**config.mk**
```make
export PLATFORM = sky130hd
export DESIGN_NAME = motor_cmd_dispatcher
export DESIGN_NICKNAME = d
export VERILOG_FILES = /design/src/rtl/motor_cmd_dispatcher.sv
export SDC_FILE = /design/constraint.sdc
export NUM_CORES = 1
export LEC_CHECK = 0
export ABC_AREA = 0
export CAP_MARGIN = 40
export CORE_AREA = 2 2 174 176
export DETAILED_ROUTE_END_ITERATION = 12
export DIE_AREA = 0 0 176 178
export GPL_TIMING_DRIVEN = 0
export HOLD_SLACK_MARGIN = 0.03
export PLACE_DENSITY = 0.79
export SYNTH_ARGS = -nofsm -noshare
export SYNTH_HDL_FRONTEND = slang
export SYNTH_SLANG_ARGS = --single-unit
```
**constraint.sdc**
```tcl
create_clock -name CLK_SE_AR -period 16.1 [get_ports CLK_SE_AR]
set_clock_uncertainty 0.1 [all_clocks]
set_input_delay 2.415 -clock CLK_SE_AR [delete_from_list [all_inputs] [get_ports CLK_SE_AR]]
set_output_delay 2.415 -clock CLK_SE_AR [all_outputs]
set_load 0.02 [all_outputs]
```
**src/rtl/motor_cmd_dispatcher.sv**
```systemverilog
// motor_cmd_dispatcher
//   Turns the UART byte stream into per-channel motor commands and paces
//   status reports back to the host.
//   A packet is 5 bytes: byte0[3:0] = channel, bytes1..4 = 32-bit word W
//   (LSB first). divider = W[18:4], steps = {1'b0, W[31:19]}.
//   Each channel owns one slot; a slot stays pending until its motor
//   raises activeMode, which takes the command.
// Ports
//   CLK_SE_AR   system clock (24 MHz)
//   rst         asynchronous active-high reset
//   rx_valid    1-cycle strobe, rx_data holds a received byte
//   rx_data     received byte
//   mr_active   activeMode from each motor channel
//   mr_divider  per-channel divider, ch c at [15c+14:15c]
//   mr_steps    per-channel stepsToGo, ch c at [14c+13:14c]
//   pending     slot holds a command the motor has not taken yet
//   tx_start    1-cycle start strobe to the transmitter
//   tx_data     status byte, valid with tx_start
//   tx_busy     transmitter busy
//   err_overrun 1-cycle pulse: packet dropped, slot still pending
//   err_badch   1-cycle pulse: packet dropped, channel out of range
module motor_cmd_dispatcher #(
  parameter int NUM_CH      = 10,
  parameter int TIMEOUT_CYC = 2400,
  parameter int STATUS_GAP  = 8191
) (
  input  logic                 CLK_SE_AR,
  input  logic                 rst,
  input  logic                 rx_valid,
  input  logic [7:0]           rx_data,
  input  logic [NUM_CH-1:0]    mr_active,
  output logic [NUM_CH*15-1:0] mr_divider,
  output logic [NUM_CH*14-1:0] mr_steps,
  output logic [NUM_CH-1:0]    pending,
  output logic                 tx_start,
  output logic [7:0]           tx_data,
  input  logic                 tx_busy,
  output logic                 err_overrun,
  output logic                 err_badch
);

  localparam int TO_W  = $clog2(TIMEOUT_CYC + 1);
  localparam int GAP_W = $clog2(STATUS_GAP + 1);

  typedef enum logic [2:0] {RX_IDLE, RX_B1, RX_B2, RX_B3, RX_B4} rx_state_t;
  typedef enum logic {S_IDLE, S_WAIT} st_state_t;

  rx_state_t rx_state, rx_next;
  st_state_t st_state, st_next;

  logic [3:0]             ch_q;
  logic [7:0]             b1_q, b2_q, b3_q;
  logic [TO_W-1:0]        idle_cnt;
  logic                   timeout;
  logic                   commit;
  logic                   ch_ok;
  logic                   hit_pending;
  logic [NUM_CH-1:0]      load;
  logic [NUM_CH-1:0]      act_prev;
  logic [NUM_CH-1:0]      rise;
  logic [31:0]            word;
  logic [14:0]            new_div;
  logic [13:0]            new_steps;
  logic [NUM_CH-1:0][14:0] div_q;
  logic [NUM_CH-1:0][13:0] steps_q;

  logic                   part;
  logic [GAP_W-1:0]       gap_cnt;
  logic                   issue;
  logic [9:0]             pend_ext;
  logic [4:0]             status_bits;

  assign mr_divider = div_q;
  assign mr_steps   = steps_q;

  // ---- Receive: packet assembly FSM ----
  // Idle-cycle timeout fires on the edge the counter would reach TIMEOUT_CYC.
  always_comb begin
    timeout = (rx_state != RX_IDLE) && !rx_valid &&
              (idle_cnt == TO_W'(TIMEOUT_CYC - 1));
    commit  = rx_valid && (rx_state == RX_B4);
    rx_next = rx_state;
    case (rx_state)
      RX_IDLE: if (rx_valid) rx_next = RX_B1;
      RX_B1:   if (rx_valid) rx_next = RX_B2; else if (timeout) rx_next = RX_IDLE;
      RX_B2:   if (rx_valid) rx_next = RX_B3; else if (timeout) rx_next = RX_IDLE;
      RX_B3:   if (rx_valid) rx_next = RX_B4; else if (timeout) rx_next = RX_IDLE;
      RX_B4:   if (rx_valid || timeout) rx_next = RX_IDLE;
      default: rx_next = RX_IDLE;
    endcase
  end

  always_ff @(posedge CLK_SE_AR or posedge rst) begin
    if (rst) begin
      rx_state <= RX_IDLE;
      idle_cnt <= '0;
    end else begin
      rx_state <= rx_next;
      if (rx_state == RX_IDLE || rx_valid || timeout)
        idle_cnt <= '0;
      else
        idle_cnt <= idle_cnt + 1'b1;
    end
  end

  // Byte buffers carry data only; their content is meaningless outside a packet.
  always_ff @(posedge CLK_SE_AR) begin
    if (rx_valid) begin
      case (rx_state)
        RX_IDLE: ch_q <= rx_data[3:0];
        RX_B1:   b1_q <= rx_data;
        RX_B2:   b2_q <= rx_data;
        RX_B3:   b3_q <= rx_data;
        default: ;
      endcase
    end
  end

  // ---- Commit decision (cycle of the 5th byte) ----
  // A take edge in the same cycle frees the slot before the commit is judged.
  always_comb begin
    word        = {rx_data, b3_q, b2_q, b1_q};
    new_div     = word[18:4];
    new_steps   = {1'b0, word[31:19]};
    rise        = mr_active & ~act_prev;
    ch_ok       = int'(ch_q) < NUM_CH;
    hit_pending = 1'b0;
    load        = '0;
    for (int c = 0; c < NUM_CH; c++) begin
      if (commit && ch_ok && int'(ch_q) == c) begin
        if (pending[c] && !rise[c]) hit_pending = 1'b1;
        else                        load[c]     = 1'b1;
      end
    end
  end

  // ---- Slot registers and take detect ----
  always_ff @(posedge CLK_SE_AR or posedge rst) begin
    if (rst) begin
      div_q       <= '0;
      steps_q     <= '0;
      pending     <= '0;
      act_prev    <= '0;
      err_overrun <= 1'b0;
      err_badch   <= 1'b0;
    end else begin
      for (int c = 0; c < NUM_CH; c++) begin
        if (load[c]) begin
          div_q[c]   <= new_div;
          steps_q[c] <= new_steps;
        end else if (rise[c]) begin
          steps_q[c] <= '0;
        end
      end
      pending     <= (pending & ~rise) | load;
      act_prev    <= mr_active;
      err_overrun <= hit_pending;
      err_badch   <= commit && !ch_ok;
    end
  end

  // ---- Status reporter ----
  // Outputs are registered so reset forces tx_start low with no glitch.
  always_comb begin
    pend_ext              = '0;
    pend_ext[NUM_CH-1:0]  = pending;
    status_bits           = part ? pend_ext[9:5] : pend_ext[4:0];
    issue                 = 1'b0;
    st_next               = st_state;
    case (st_state)
      S_IDLE: if ((pending != {NUM_CH{1'b1}}) && !tx_busy) begin
        issue   = 1'b1;
        st_next = S_WAIT;
      end
      S_WAIT: if (gap_cnt <= GAP_W'(1)) st_next = S_IDLE;
      default: st_next = S_IDLE;
    endcase
  end

  // Gap loads STATUS_GAP on a start and returns to idle as it hits 0,
  // so consecutive starts are STATUS_GAP+1 cycles apart.
  always_ff @(posedge CLK_SE_AR or posedge rst) begin
    if (rst) begin
      st_state <= S_IDLE;
      tx_start <= 1'b0;
      tx_data  <= '0;
      part     <= 1'b0;
      gap_cnt  <= '0;
    end else begin
      st_state <= st_next;
      tx_start <= issue;
      if (issue) begin
        tx_data <= {part, 2'b00, status_bits};
        part    <= ~part;
        gap_cnt <= GAP_W'(STATUS_GAP);
      end else if (st_state == S_WAIT && gap_cnt != '0) begin
        gap_cnt <= gap_cnt - 1'b1;
      end
    end
  end

endmodule

```
* Word-level counts from Yosys, hierarchy flattened
Cells that the tools add are included.
Storage, ports and cells: input port bits 22, word-level logic and storage cells 201, output and inout bits 311, register bits after elaboration 377
Operators by class: bitwise logic cells 7, eq/ne operators 17, muxes and demuxes 75, reduce and logical (&&, ||, !) cells 63, order comparisons 2, add/sub/neg operators 2
Operators with widths (number):
- $mux W14 | 20
- $mux W1 | 43
- $logic_and A1 B1 Y1 | 27
- $mux W13 | 2
- $eq A4 B4 Y1 const B | 6
- $reduce_bool A2 Y1 | 11
- $and A10 B10 Y10 | 2
- $not A10 Y10 | 2
- $mux W3 | 6
- $pmux W3 S5 | 1
- $le A13 B1 Y1 const B | 1
- $logic_not A1 Y1 | 13
- $reduce_bool A13 Y1 | 1
- $sub A13 B1 Y13 const B | 1
- $add A12 B1 Y12 const B | 1
- $eq A12 B12 Y1 const B | 1
- $mux W12 | 1
- $ne A10 B10 Y1 const B | 1
- $or A10 B10 Y10 | 1
- $reduce_and A2 Y1 | 5
- $eq A4 B3 Y1 const B | 2
- $eq A3 B2 Y1 const B | 2
- $mux W5 | 1
- $eq A4 B2 Y1 const B | 1
- other kinds (11) | 14

* Logic depth before layout (Yosys ltp)
depth in word-level cells 24, gate-level depth with buffers 6

* Worst setup path before layout
Ideal clock, no wire load.
path type input-to-reg, from input rx_valid, to register div_q, in the netlist mr_divider[60], stages on the path 5, arrival time 3.787 ns, setup slack 12.088 ns, path through nand4bb_4 > buf_4 > a2111oi_4 > buf_2 > mux2_2
Between the ends: word-level cells in the longest chain between the ends 4
Ends and longest elaborated chain:
- start, declared | line 29 | input logic rx_valid,
- $logic_and A1 B1 Y1 | line 81 | commit = rx_valid && (rx_state == RX_B4);
- $logic_and A1 B1 Y1 (2 in a row) | line 130 | if (commit && ch_ok && int'(ch_q) == c) begin
- $mux W1 | line 130
- end signal, assigned by index | line 149 | div_q[c] <= new_div;
- end, declared | line 64 | logic [NUM_CH-1:0][14:0] div_q;
Every way passes these cells. A chain may end at the register's enable or synchronous reset.

* Worst setup path after layout
Ends and elaborated chain as after synthesis.

==> run summary <==
The run finished with clean final reports. In the synthesized netlist, the number of instances is 1205. The worst setup path is launched from an input pin. The final weighted congestion of routability-driven global placement came out at 0.844. The number of buffers inserted by port buffering came out at 320. The via-per-instance ratio is 5.45.

The final global-route overflow total is 0. The fraction of post-synthesis cell area in the top cell type by area came out at between 50 and 60%. The count of fill cells added during filler insertion came out at between 2000 and 2500.

The fraction of registers with async set/reset is 93.4%. The worst-skew pair later-pin latency is 0.54 ns. Across all layers, the routed design uses 10959 vias. The library cell used as clock root buffer is sky130_fd_sc_hd__clkbuf_16. The starting density of the core came out at 49.7%. Across all hold checks on the routed design, the worst slack comes to 0.389 ns. Sorting the synthesized cells by area gives the leading types as sky130_fd_sc_hd__dfrtp_1 58%, sky130_fd_sc_hd__mux2_2 11%, sky130_fd_sc_hd__nand2_1 6.9%, sky130_fd_sc_hd__edfxtp_1 4.9%, sky130_fd_sc_hd__o21ai_0 4.2%. After detailed routing, the average wire length per cell comes to 21.5 microns. The peak supply drop is 0.0000988 V. The mux share of post-synthesis cell area is 13.9%.

The simple-gate share of the synthesized area is 11.1%. The post-synthesis adder-cell area fraction came out at less than 1%. The part of the Yosys area used for sequential elements came out at 63.0%. By instance count, the leading cell after synthesis is sky130_fd_sc_hd__dfrtp_1.

TritonCTS built the clock tree. The half-perimeter wire length after detailed placement came out at 30.8 mm. The total number of clock tree sinks is around 360. The main flop type after synthesis is sky130_fd_sc_hd__dfrtp_1. The max-slew violation total from the final report is 0. For this run, the post-layout net count is 1616. Setup repair after global routing left no endpoint under its margin.

The average instance in the mapped netlist occupies 12.1 sq um. The flip-flop and latch count after synthesis came out at 363. The number of enable flip-flop cells after synthesis is 24. The actual slew at the worst max-slew pin is about 1 ns. The post-detailed-placement cell area came out at 18500 sq um. The clock tree synthesis step divided the H-tree into 2 levels.

The worst slew margin relative to its limit came out at 33.6%. The area growth from synthesis to layout came out at 35.6%. The final routed DRC violation total is 0.

The die area is 31300 sq um. Setup violations remaining at the end of the flow were counted as 0. The number of rows created at floorplan came out at 63. The fraction of layout instances using a drive strength above 1 came out at 17.5%. The number of global-route vias before repair is 11048. The post-placement setup slack is 10.89 ns. The global-route wire length before repair came out at 65.3 mm. The power density relative to cell area is 111 nW/um^2. In this run, CTS created clock tree buffers numbering 40. The die is roughly 180 microns tall. For this run, the detailed router's first-pass iteration total came to 5. Gates resized during post-CTS repair numbered 0. The synthesized design spends more area on one cell type than any other, namely sky130_fd_sc_hd__dfrtp_1. The cell type of the slowest stage on the worst timing path is sky130_fd_sc_hd__clkdlybuf4s50_1. In this design, the largest share of critical-path delay is due to buffers and inverters. The routed wire length is approximately 43 mm. The static leakage is 8.87 nW.

The period utilization came out at slightly below 30%. The delay of the slowest critical-path stage came out at about 0.67 ns. The final setup slack of the worst path is 11.38 ns. The multi-input gate area in the final layout is ~5000 sq um. The number of buffers added to fix hold violations after cts is 0. After synthesis the cells add up to 14600 sq um. The number of DRC markers in iteration 0 came out at 841. The I/O pin total came out at 333. Summing the areas of all xor and xnor instances in the mapped netlist gives 0.720% of the synthesized area. The critical path class is input pin to flop.

Counting I/O delays and the setup requirement, the final critical path takes roughly 4.7 ns. The required time at the worst-slack endpoint came out at 16.41 ns. The core box area is 29400 sq um. The area fraction in compound gates after synthesis is under 10%.

The final setup TNS is 0 ns. The peak clock frequency supported by timing came out at 212 MHz. For flop-to-flop paths, the worst setup slack is 13.39 ns. The final instance area came out at between 15000 and 20000 sq um. The kind of path behind the tightest hold check is flop to flop.

The buffer depth of the longest clock path is 3. The combined buffer and inverter count along the critical path is 3. The endpoint arrival time on the critical path came out at 5.03 ns. The flip-flop and latch area is 9200 sq um.

The final number of hold-violating endpoints came out at 0. After synthesis, the largest family of logic cells by area is multiplexers. The count of warnings emitted by yosys came out at 0. The max-cap check violation count is 0. Entering global routing, the biggest net connects 122 pins. Traced cell by cell, the critical path runs through clkdlybuf4s50_1, nand4bb_4, buf_4, a2111oi_4, buf_2, mux2_2. The worst setup path is captured at a flop. The die width came out at 176 microns. In this run the remaining antenna-violating nets after routing total 0. In the global route stage, overall resource usage came out at around 28%.

The count of distinct cell types in the synthesized netlist came out at 56. The largest driver fanout on the critical path came out at 10. The number of setup buffers added after CTS came out at 0. The number of antenna violations at the first check in global routing was 1. The clock-pin slew on the worst setup and hold paths is around 0.05 ns. Ranked by instance count, the synthesized netlist is headed by 339 x sky130_fd_sc_hd__dfrtp_1, 267 x sky130_fd_sc_hd__nand2_1, 148 x sky130_fd_sc_hd__mux2_2.
==> report_power, final <==
group | switching [W] | internal (W) | total [W] | leakage (nW)
clock network | 0.000372 | 0.000527 | 0.000899 | 0.633
registers | 0.0000351 | 0.000978 | 0.00101 | 4.87
logic | 0.000170 | 0.000125 | 0.000296 | 3.37
==> metal layers <==
| metal | vias up | GRT usage (%) | routed length (microns) |
|---|---|---|---|
| li1 | 4839 | - | - |
| met1 | 5570 | 37.1 | 17600 |
| met2 | 458 | 44.5 | 20900 |
| met3 | 90 | 5.61 | 3310 |
| met4 | 2 | 10.2 | 1400 |
| met5 | - | 0 | 15 |
==> cells in the final DEF, fill, tap and decap left out, types with 3 or more instances in the layout <==
| master | count |
|---|---|
| sky130_fd_sc_hd__conb_1 | 12 |
| sky130_fd_sc_hd__o21ai_0 | 124 |
| sky130_fd_sc_hd__clkbuf_1 | 49 |
| sky130_fd_sc_hd__ha_1 | 3 |
| sky130_fd_sc_hd__nor2_1 | 22 |
| sky130_fd_sc_hd__clkbuf_16 | 41 |
| sky130_fd_sc_hd__mux2i_1 | 33 |
| sky130_fd_sc_hd__and2_1 | 3 |
| sky130_fd_sc_hd__dfrtp_1 | 339 |
| sky130_fd_sc_hd__xnor2_1 | 6 |
| sky130_fd_sc_hd__inv_1 | 19 |
| sky130_fd_sc_hd__clkinvlp_4 | 4 |
| sky130_fd_sc_hd__buf_1 | 17 |
| sky130_fd_sc_hd__a2111oi_4 | 8 |
| sky130_fd_sc_hd__nand3b_1 | 3 |
| sky130_fd_sc_hd__o31ai_1 | 3 |
| sky130_fd_sc_hd__clkbuf_8 | 6 |
| sky130_fd_sc_hd__nand2b_1 | 12 |
| sky130_fd_sc_hd__buf_2 | 20 |
| sky130_fd_sc_hd__mux2_2 | 148 |
| sky130_fd_sc_hd__and3_1 | 5 |
| sky130_fd_sc_hd__buf_4 | 20 |
| sky130_fd_sc_hd__mux2_1 | 3 |
| sky130_fd_sc_hd__nand4_1 | 7 |
| sky130_fd_sc_hd__edfxtp_1 | 24 |
| sky130_fd_sc_hd__nand3_1 | 12 |
| sky130_fd_sc_hd__xor2_1 | 6 |
| sky130_fd_sc_hd__nand2_1 | 267 |
| sky130_fd_sc_hd__a211o_1 | 5 |
| sky130_fd_sc_hd__buf_6 | 9 |
| sky130_fd_sc_hd__nor4_1 | 4 |
| sky130_fd_sc_hd__nor3_1 | 8 |
| sky130_fd_sc_hd__clkdlybuf4s50_1 | 320 |
| sky130_fd_sc_hd__a21oi_1 | 3 |
| sky130_fd_sc_hd__clkinv_2 | 10 |
==> tightest hold or removal path: cells and delay by family (launching register included) <==
kind | cells | cell delay (ns)
AO/OA/AOI/OAI | 1 | 0.06
flip-flops | 1 | 0.35
AND/OR/NAND/NOR | 1 | 0.05
==> stage by stage <==
stage	std cells	util (%)	total power, W
after floorplan	1216	-	0.00117
after global placement	1926	62.4	0.00131
after detailed placement	1938	62.9	0.00132
after CTS	2009	67.3	0.00222
after global routing	2010	67.4	0.00228
final	2011	67.4	0.00221
==> worst paths after layout <==
path                                         startpoint                    endpoint  depth (start not counted)
worst max register to register  rx_state[1]$_DFFE_PP0P_  mr_divider[60]$_DFFE_PP0P_                          5
worst min-delay path             tx_data[1]$_DFFE_PP0P_      tx_data[1]$_DFFE_PP0P_                          2
min in group asynchronous                           rst   mr_steps[130]$_DFFE_PP0P_                          2
worst min register to register   tx_data[1]$_DFFE_PP0P_      tx_data[1]$_DFFE_PP0P_                          2
max in group asynchronous                           rst  mr_divider[90]$_DFFE_PP0P_                          3
worst max-delay path                           rx_valid  mr_divider[60]$_DFFE_PP0P_                          6
==> logic make-up (layout without fill, tap and decap cells) <==
family / count (synthesis) / in the layout
compound gates: 158 / 158
xor+xnor: 12 / 12
fa+ha+maj: 3 / 3
buf+inv: 121 / 525
flops: 363 / 363
mux: 184 / 184
other cells: 1 / 13
simple gates: 363 / 363
==> cell type report <==
type	count	area share (%)
inverter	21	0.436
clock buffer	52	5.69
antenna	1	0.0126
multi-input combinational	732	24.7
tap	390	2.46
timing repair buffer	333	17.0
buffer	100	2.43
sequential	363	46.5
clock inverter	19	0.815
==> state kept, by name, summed over array words and instances (netlist names), 3 cells and up <==
name	cells
b2_q	8
ch_q	4
gap_cnt	13
act_prev	10
b3_q	8
tx_data	6
idle_cnt	12
b1_q	4
mr_divider	150
mr_steps	130
pending	10
rx_state	3
Note: power is estimated with default switching activity, not from simulation.
